--- src/rtl/fb_pkg.sv ---
// Shared framebuffer geometry, colour-field slices and fill-engine state encoding.
// Used by the fill engine and by the VGA scan-out.
package fb_pkg;

  localparam int FB_W     = 80;
  localparam int FB_H     = 60;
  localparam int FB_DEPTH = FB_W * FB_H;
  localparam int AW       = 13;

  localparam int R_HI = 7;
  localparam int R_LO = 5;
  localparam int G_HI = 4;
  localparam int G_LO = 2;
  localparam int B_HI = 1;
  localparam int B_LO = 0;

  typedef enum logic [1:0] {
    ST_IDLE = 2'd0,
    ST_FILL = 2'd1,
    ST_FIN  = 2'd2
  } fill_state_e;

  // y*80 as y*64 + y*16, so no multiplier is needed.
  function automatic logic [AW-1:0] row_base_of(input logic [5:0] y);
    logic [AW-1:0] yz;
    yz = {{(AW-6){1'b0}}, y};
    return (yz << 6) + (yz << 4);
  endfunction

endpackage

--- src/rtl/fb_fill_if.sv ---
// Command and write-port bundle between a fill client, the fill engine and the framebuffer.
interface fb_fill_if;
  import fb_pkg::*;

  logic          start;
  logic [6:0]    x0;
  logic [5:0]    y0;
  logic [6:0]    w;
  logic [5:0]    h;
  logic [7:0]    color;
  logic          wr_wait;
  logic          busy;
  logic          done;
  logic          we;
  logic [AW-1:0] addr;
  logic [7:0]    wdata;

  modport master (
    input  start, x0, y0, w, h, color, wr_wait,
    output busy, done, we, addr, wdata
  );

  modport slave (
    output start, x0, y0, w, h, color, wr_wait,
    input  busy, done, we, addr, wdata
  );

endinterface

--- src/rtl/fb_clip.sv ---
// Combinational clip of a requested rectangle to the framebuffer bounds.
module fb_clip
  import fb_pkg::*;
(
  input  logic [6:0] x0_i,
  input  logic [5:0] y0_i,
  input  logic [6:0] w_i,
  input  logic [5:0] h_i,
  output logic [6:0] x_start_o,
  output logic [6:0] x_end_o,
  output logic [5:0] y_start_o,
  output logic [5:0] y_end_o,
  output logic       empty_o
);

  logic [7:0] x_sum_s;
  logic [6:0] y_sum_s;

  // Sums are one bit wider than the operands so a far origin plus a large size cannot wrap.
  always_comb begin
    x_sum_s   = {1'b0, x0_i} + {1'b0, w_i};
    y_sum_s   = {1'b0, y0_i} + {1'b0, h_i};
    x_start_o = x0_i;
    y_start_o = y0_i;
    if (x_sum_s > 8'(FB_W)) begin
      x_end_o = 7'(FB_W);
    end else begin
      x_end_o = x_sum_s[6:0];
    end
    if (y_sum_s > 7'(FB_H)) begin
      y_end_o = 6'(FB_H);
    end else begin
      y_end_o = y_sum_s[5:0];
    end
    empty_o = (w_i == 7'd0) || (h_i == 6'd0) ||
              (x0_i >= 7'(FB_W)) || (y0_i >= 6'(FB_H));
  end

endmodule

--- src/rtl/fb_fill.sv ---
// Rectangle-fill engine: latches one clipped command and emits one framebuffer write per
// accepted cycle, row-major, on a registered write port that an arbiter may stall.
module fb_fill
  import fb_pkg::*;
(
  input  logic       clk_i,
  input  logic       rst_i,
  fb_fill_if.master  fill_io
);

  fill_state_e   state_q, state_d;
  logic [6:0]    col_q, col_d;
  logic [5:0]    row_q, row_d;
  logic [AW-1:0] row_base_q, row_base_d;
  logic [6:0]    x_start_q, x_start_d;
  logic [6:0]    x_end_q, x_end_d;
  logic [5:0]    y_end_q, y_end_d;
  logic          we_q, we_d;
  logic [AW-1:0] addr_q, addr_d;
  logic [7:0]    wdata_q, wdata_d;
  logic          busy_q, busy_d;
  logic          done_q, done_d;

  logic [6:0]    clip_x_start_s;
  logic [6:0]    clip_x_end_s;
  logic [5:0]    clip_y_start_s;
  logic [5:0]    clip_y_end_s;
  logic          clip_empty_s;
  logic          last_col_s;
  logic          last_row_s;
  logic [AW-1:0] next_row_base_s;

  fb_clip u_clip (
    .x0_i      (fill_io.x0),
    .y0_i      (fill_io.y0),
    .w_i       (fill_io.w),
    .h_i       (fill_io.h),
    .x_start_o (clip_x_start_s),
    .x_end_o   (clip_x_end_s),
    .y_start_o (clip_y_start_s),
    .y_end_o   (clip_y_end_s),
    .empty_o   (clip_empty_s)
  );

  // Next-state, counter and write-port logic; a stalled write leaves everything held.
  always_comb begin
    state_d         = state_q;
    col_d           = col_q;
    row_d           = row_q;
    row_base_d      = row_base_q;
    x_start_d       = x_start_q;
    x_end_d         = x_end_q;
    y_end_d         = y_end_q;
    we_d            = we_q;
    addr_d          = addr_q;
    wdata_d         = wdata_q;
    busy_d          = busy_q;
    done_d          = 1'b0;
    last_col_s      = (col_q == (x_end_q - 7'd1));
    last_row_s      = (row_q == (y_end_q - 6'd1));
    next_row_base_s = row_base_q + AW'(FB_W);

    case (state_q)
      ST_IDLE: begin
        we_d   = 1'b0;
        busy_d = 1'b0;
        if (fill_io.start) begin
          x_start_d  = clip_x_start_s;
          x_end_d    = clip_x_end_s;
          y_end_d    = clip_y_end_s;
          col_d      = clip_x_start_s;
          row_d      = clip_y_start_s;
          row_base_d = row_base_of(clip_y_start_s);
          wdata_d    = fill_io.color;
          busy_d     = 1'b1;
          if (clip_empty_s) begin
            state_d = ST_FIN;
          end else begin
            state_d = ST_FILL;
            we_d    = 1'b1;
            addr_d  = row_base_of(clip_y_start_s) + {{(AW-7){1'b0}}, clip_x_start_s};
          end
        end else begin
          state_d = ST_IDLE;
        end
      end

      ST_FILL: begin
        if (fill_io.wr_wait) begin
          state_d = ST_FILL;
        end else if (last_col_s && last_row_s) begin
          // DONE is raised on the edge that returns to IDLE so a new START is taken while it is high.
          state_d = ST_IDLE;
          we_d    = 1'b0;
          busy_d  = 1'b0;
          done_d  = 1'b1;
        end else if (last_col_s) begin
          col_d      = x_start_q;
          row_d      = row_q + 6'd1;
          row_base_d = next_row_base_s;
          addr_d     = next_row_base_s + {{(AW-7){1'b0}}, x_start_q};
        end else begin
          col_d  = col_q + 7'd1;
          addr_d = row_base_q + {{(AW-7){1'b0}}, col_q + 7'd1};
        end
      end

      ST_FIN: begin
        state_d = ST_IDLE;
        we_d    = 1'b0;
        busy_d  = 1'b0;
        done_d  = 1'b1;
      end

      default: begin
        state_d = ST_IDLE;
        we_d    = 1'b0;
        busy_d  = 1'b0;
      end
    endcase
  end

  // State and output registers with synchronous reset.
  always_ff @(posedge clk_i) begin
    if (rst_i) begin
      state_q    <= ST_IDLE;
      col_q      <= 7'd0;
      row_q      <= 6'd0;
      row_base_q <= '0;
      x_start_q  <= 7'd0;
      x_end_q    <= 7'd0;
      y_end_q    <= 6'd0;
      we_q       <= 1'b0;
      addr_q     <= '0;
      wdata_q    <= 8'd0;
      busy_q     <= 1'b0;
      done_q     <= 1'b0;
    end else begin
      state_q    <= state_d;
      col_q      <= col_d;
      row_q      <= row_d;
      row_base_q <= row_base_d;
      x_start_q  <= x_start_d;
      x_end_q    <= x_end_d;
      y_end_q    <= y_end_d;
      we_q       <= we_d;
      addr_q     <= addr_d;
      wdata_q    <= wdata_d;
      busy_q     <= busy_d;
      done_q     <= done_d;
    end
  end

  assign fill_io.we    = we_q;
  assign fill_io.addr  = addr_q;
  assign fill_io.wdata = wdata_q;
  assign fill_io.busy  = busy_q;
  assign fill_io.done  = done_q;

endmodule

--- src/flat_wrapper.sv ---
// flat-port wrapper written by rule: the top's interface ports become plain ports
module fb_fill_flat import fb_pkg::*;
  (clk_i, rst_i, fill_io_start, fill_io_x0, fill_io_y0, fill_io_w, fill_io_h, fill_io_color, fill_io_wr_wait, fill_io_busy, fill_io_done, fill_io_we, fill_io_addr, fill_io_wdata);
  fb_fill_if fill_io_i ();
  input  logic clk_i;
  input  logic rst_i;
  input wire logic [$bits(fill_io_i.start)-1:0] fill_io_start;
  input wire logic [$bits(fill_io_i.x0)-1:0] fill_io_x0;
  input wire logic [$bits(fill_io_i.y0)-1:0] fill_io_y0;
  input wire logic [$bits(fill_io_i.w)-1:0] fill_io_w;
  input wire logic [$bits(fill_io_i.h)-1:0] fill_io_h;
  input wire logic [$bits(fill_io_i.color)-1:0] fill_io_color;
  input wire logic [$bits(fill_io_i.wr_wait)-1:0] fill_io_wr_wait;
  output wire logic [$bits(fill_io_i.busy)-1:0] fill_io_busy;
  output wire logic [$bits(fill_io_i.done)-1:0] fill_io_done;
  output wire logic [$bits(fill_io_i.we)-1:0] fill_io_we;
  output wire logic [$bits(fill_io_i.addr)-1:0] fill_io_addr;
  output wire logic [$bits(fill_io_i.wdata)-1:0] fill_io_wdata;
  assign fill_io_i.start = fill_io_start;
  assign fill_io_i.x0 = fill_io_x0;
  assign fill_io_i.y0 = fill_io_y0;
  assign fill_io_i.w = fill_io_w;
  assign fill_io_i.h = fill_io_h;
  assign fill_io_i.color = fill_io_color;
  assign fill_io_i.wr_wait = fill_io_wr_wait;
  assign fill_io_busy = fill_io_i.busy;
  assign fill_io_done = fill_io_i.done;
  assign fill_io_we = fill_io_i.we;
  assign fill_io_addr = fill_io_i.addr;
  assign fill_io_wdata = fill_io_i.wdata;
  fb_fill u_core (.clk_i(clk_i), .rst_i(rst_i), .fill_io(fill_io_i));
endmodule
--- config.mk ---
export PLATFORM = sky130hd
export DESIGN_NAME = fb_fill_flat
export DESIGN_NICKNAME = d
export VERILOG_FILES = /design/src/rtl/fb_pkg.sv /design/src/rtl/fb_fill_if.sv /design/src/rtl/fb_clip.sv /design/src/rtl/fb_fill.sv /design/src/flat_wrapper.sv
export SDC_FILE = /design/constraint.sdc
export NUM_CORES = 1
export LEC_CHECK = 0
export ABC_AREA = 1
export CAP_MARGIN = 20
export CORE_ASPECT_RATIO = 1.4
export CORE_UTILIZATION = 25
export CTS_BUF_LIST = sky130_fd_sc_hd__clkbuf_2
export CTS_CLUSTER_DIAMETER = 60
export DETAILED_ROUTE_END_ITERATION = 7
export PLACE_DENSITY = 0.48
export SLEW_MARGIN = 10
export SYNTH_ARGS = -nofsm -noshare
export SYNTH_HDL_FRONTEND = slang
export SYNTH_SLANG_ARGS = --single-unit
--- constraint.sdc ---
create_clock -name clk_i -period 2.2 [get_ports clk_i]
set_input_delay 0.55 -clock clk_i [delete_from_list [all_inputs] [get_ports clk_i]]
set_output_delay 0.55 -clock clk_i [all_outputs]
set_load 0.05 [all_outputs]
==> results.py <==
metrics = {
    "synth": {
        "synth_cells": 840,
        "synth_seq_cells": 68,
        "async_reset_ff_frac": 0,
        "synthFlopType": "dfxtp_1",
        "synth_edf_count": 0,
        "yosysWarnings": 0,
        "yosysUniqueCellTypes": 39,
        "yosysSeqAreaShare": 0.2568,
        "netlist_area_um2": 5300,
        "synth.avg_cell_area_um2": 6.310,
    },
    "setup_path": {
        "worstPathArrival_ns": 2.88,
        "crit_path_start": "u_core.col_q[0]",
        "r2r_start": "u_core.col_q[0]",
        "path_class": "reg -> reg",
        "setup.worst_path.start_class": "flip-flop",
        "r2r_slack_ns": -0.18,
        "worstPathRequired_ns": 2.70,
        "end_kind": "flip-flop",
        "crit_fanout": 4,
    },
    "clocking": {
        "clkLatencyLatePin_ns": 0.60,
        "h-tree-depth": 3,
        "clock_path_buffers": 2,
        "cts_tree": "built",
        "clkTransAtPathRegs_ns": 0.21,
        "cts_buffers": 9,
        "cts_sinks": 68,
        "clockRootBuffer": "clkbuf_2",
    },
    "place": {
        "placed_cell_area_um2": 7104,
        "dp.final_hpwl_mm": 14.03,
        "gp_congestion": 0.8508,
        "io_buffers": 61,
    },
    "routing": {
        "drtAntennaViolNets": 0,
        "via_per_inst": 4.541,
        "postRouteWirelength_mm": 18.33,
        "vias": 5908,
        "dr.pass1.iters": 6,
        "drc_errors": 0,
        "drt_iter0_drc": 185,
        "avgRoutedWirePerCell_um": 14.09,
    },
    "hold_path": {
        "worstHoldStart": "fill_io_x0[0]",
        "worstHoldPathType": "in -> reg",
    },
    "sta": {
        "fin_skew_ns": 0.03513,
        "period_needed_ns": 2.380,
        "period_share": 1.082,
        "finalMaxSlewViolations": 0,
        "rsz0062_at_grt": "true",
        "tightest_slew_ns": 0.5186,
        "fmax_mhz": 420.2,
        "relSlewSlack": 0.6556,
        "setup_viol": 8,
        "finalWorstSetupSlack_ns": -0.1799,
        "hold_violations": 0,
    },
    "die": {
        "fp-row-count": 62,
        "die_x_um": 125.1,
        "fp.dieH_um": 174.3,
        "die_area_um2": 21790,
        "io_pins": 62,
        "core-area_um2": 20630,
        "initial_core_util": 0.2569,
    },
    "final_layout": {
        "area_growth_pct": 44.83,
        "final_nets": 1118,
        "final_core_util": 0.3720,
        "stdcell_area_um2": 7676,
        "drive_gt1_frac": 0.2452,
    },
    "global_route": {
        "grt_pass1_vias": 5827,
        "overflow": 0,
        "antenna_found_initial": 1,
        "grt-busiest-layer": "met2",
        "grt_use_met1": 0.1798,
        "grt_max_degree": 32,
        "grt_use_met3": 0.02432,
        "grt_usage": 0.1717,
        "use_met2": 0.3308,
        "grt_pass1_wl_mm": 29.03,
    },
    "status": {
        "status": "finished, violations left",
        "violations": "setup timing",
    },
    "power_and_ir_drop": {
        "vdd_ir_drop_max_uv": 189.6,
        "cellLeakagePower_nw": 3.729,
        "cellPowerDensity_nw_per_um2": 577.6,
    },
    "flow_run": {
        "max-cap-violations": 0,
    },
}
[what timing repair did]
item,in CTS,in global routing
gates resized for setup,54,79
hold buffers,0,0
buffers inserted,9,19
cloned,1,0
setup endpoints to repair,48,50
pin swaps,17,34
[final timing paths]
kind                       endpoint  cells past startpoint
max          u_core.fill_io.addr[9]                     15
min             u_core.x_start_q[0]                      4
max reg2reg  u_core.fill_io.addr[9]                     15
min reg2reg     u_core.fill_io.busy                      2
[cell families (layout without fill, tap and decap cells)]
| family | after synthesis | count (layout) | share of synthesized area |
|---|---|---|---|
| adders and majority gates | 41 | 41 | 0.1025 |
| and+or+nand+nor | 423 | 424 | 0.3421 |
| AOI/OAI and AO/OA | 150 | 150 | 0.1468 |
| xor gates and xnor gates | 36 | 36 | 0.05949 |
| buffers and inverters | 121 | 323 | 0.09159 |
| other | 1 | 3 | 0.0007075 |
| DFF | 68 | 68 | 0.2568 |
[power by group]
part	switching [W]	internal, W
clock network	0.000545	0.000149
registers	0.000140	0.00138
logic	0.00124	0.000974
[state kept, by name, indices dropped and copies added (netlist names)]
register	cells
u_core.fill_io.done	1
u_core.y_end_q	6
u_core.fill_io.addr	13
u_core.fill_io.wdata	8
u_core.x_start_q	7
u_core.fill_io.we	1
u_core.col_q	7
u_core.row_q	6
u_core.x_end_q	7
u_core.row_base_q	9
u_core.state_q	2
u_core.fill_io.busy	1
[critical path, stage by stage (launching register included)]
cell and delay [ns]:
dfxtp_4 0.42, nand4_1 0.12, nor2_1 0.14, xor2_1 0.25, ha_1 0.30, nand2_2 0.08, nand2_2 0.07, buf_6 0.11
a21o_1 0.22, nand2_1 0.10, xor2_1 0.14, a21oi_1 0.08, o21ai_1 0.08, nand2_1 0.06, nor2_1 0.08, nor2_1 0.04
[per-layer routing]
metal / up-vias / routed length (um)
li1: 3101 / -
met1: 2691 / 7485
met2: 84 / 9754
met3: 32 / 447
met4: 0 / 648
met5: - / 0
[cells in the mapped netlist (4+ instances only)]
cell | count | area share
xor2_1 | 26 | 0.043
clkbuf_1 | 15 | 0.011
buf_2 | 4 | 0.0038
nor2_1 | 127 | 0.090
inv_1 | 91 | 0.064
nand3_1 | 66 | 0.062
dfxtp_1 | 68 | 0.26
a31oi_1 | 4 | 0.0047
a21oi_1 | 52 | 0.049
nand2_1 | 193 | 0.14
fa_1 | 4 | 0.015
nand4_1 | 5 | 0.0059
or2_2 | 5 | 0.0059
xnor2_1 | 10 | 0.017
nor3_1 | 9 | 0.0085
o22ai_1 | 4 | 0.0047
ha_1 | 37 | 0.087
o21ai_0 | 83 | 0.078
[area by class of cell]
cell class	count	area [um2]
diodes	1	2.502
clock buffers	10	50.05
clock inverters	6	41.29
fillers	2239	12960
inverters	94	357.8
multi-input cells	653	3760
flip-flops and latches	68	1376
well taps	256	320.3
repair buffers	213	1768
[metrics by stage]
stage	instances	hold slack (ns)	TNS (ns)	total power (W)	worst slack (ns)
after floorplan	841	0.4432	0	0.002738	0.01670
after global routing	1301	0.4091	-3.524	0.004786	-0.3495
after global placement	1261	0.4538	-16.62	0.003590	-0.7897
after detailed placement	1261	0.4630	-16.28	0.003594	-0.7815
after CTS	1286	0.4866	-0.7309	0.004335	-0.1637
final	1301	0.4665	-0.8621	0.004434	-0.1799
[cell usage in the layout (no fill, tap or decap), types with 7 or more instances in the layout]
master | netlist | final
a21oi_1 | 52 | 45
a21oi_2 | 0 | 7
buf_4 | 2 | 144
buf_6 | 2 | 7
clkbuf_2 | 1 | 10
clkdlybuf4s50_1 | 0 | 34
dfxtp_1 | 68 | 60
dlygate4sd2_1 | 0 | 24
ha_1 | 37 | 30
inv_1 | 91 | 88
nand2_1 | 193 | 180
nand2_2 | 0 | 13
nand3_1 | 66 | 60
nand3_2 | 2 | 7
nor2_1 | 127 | 123
nor3_1 | 9 | 7
o21ai_0 | 83 | 59
o21ai_1 | 0 | 12
o21ai_2 | 0 | 10
xnor2_1 | 10 | 9
xor2_1 | 26 | 23
No activity file was read; power rests on OpenSTA's default activity.
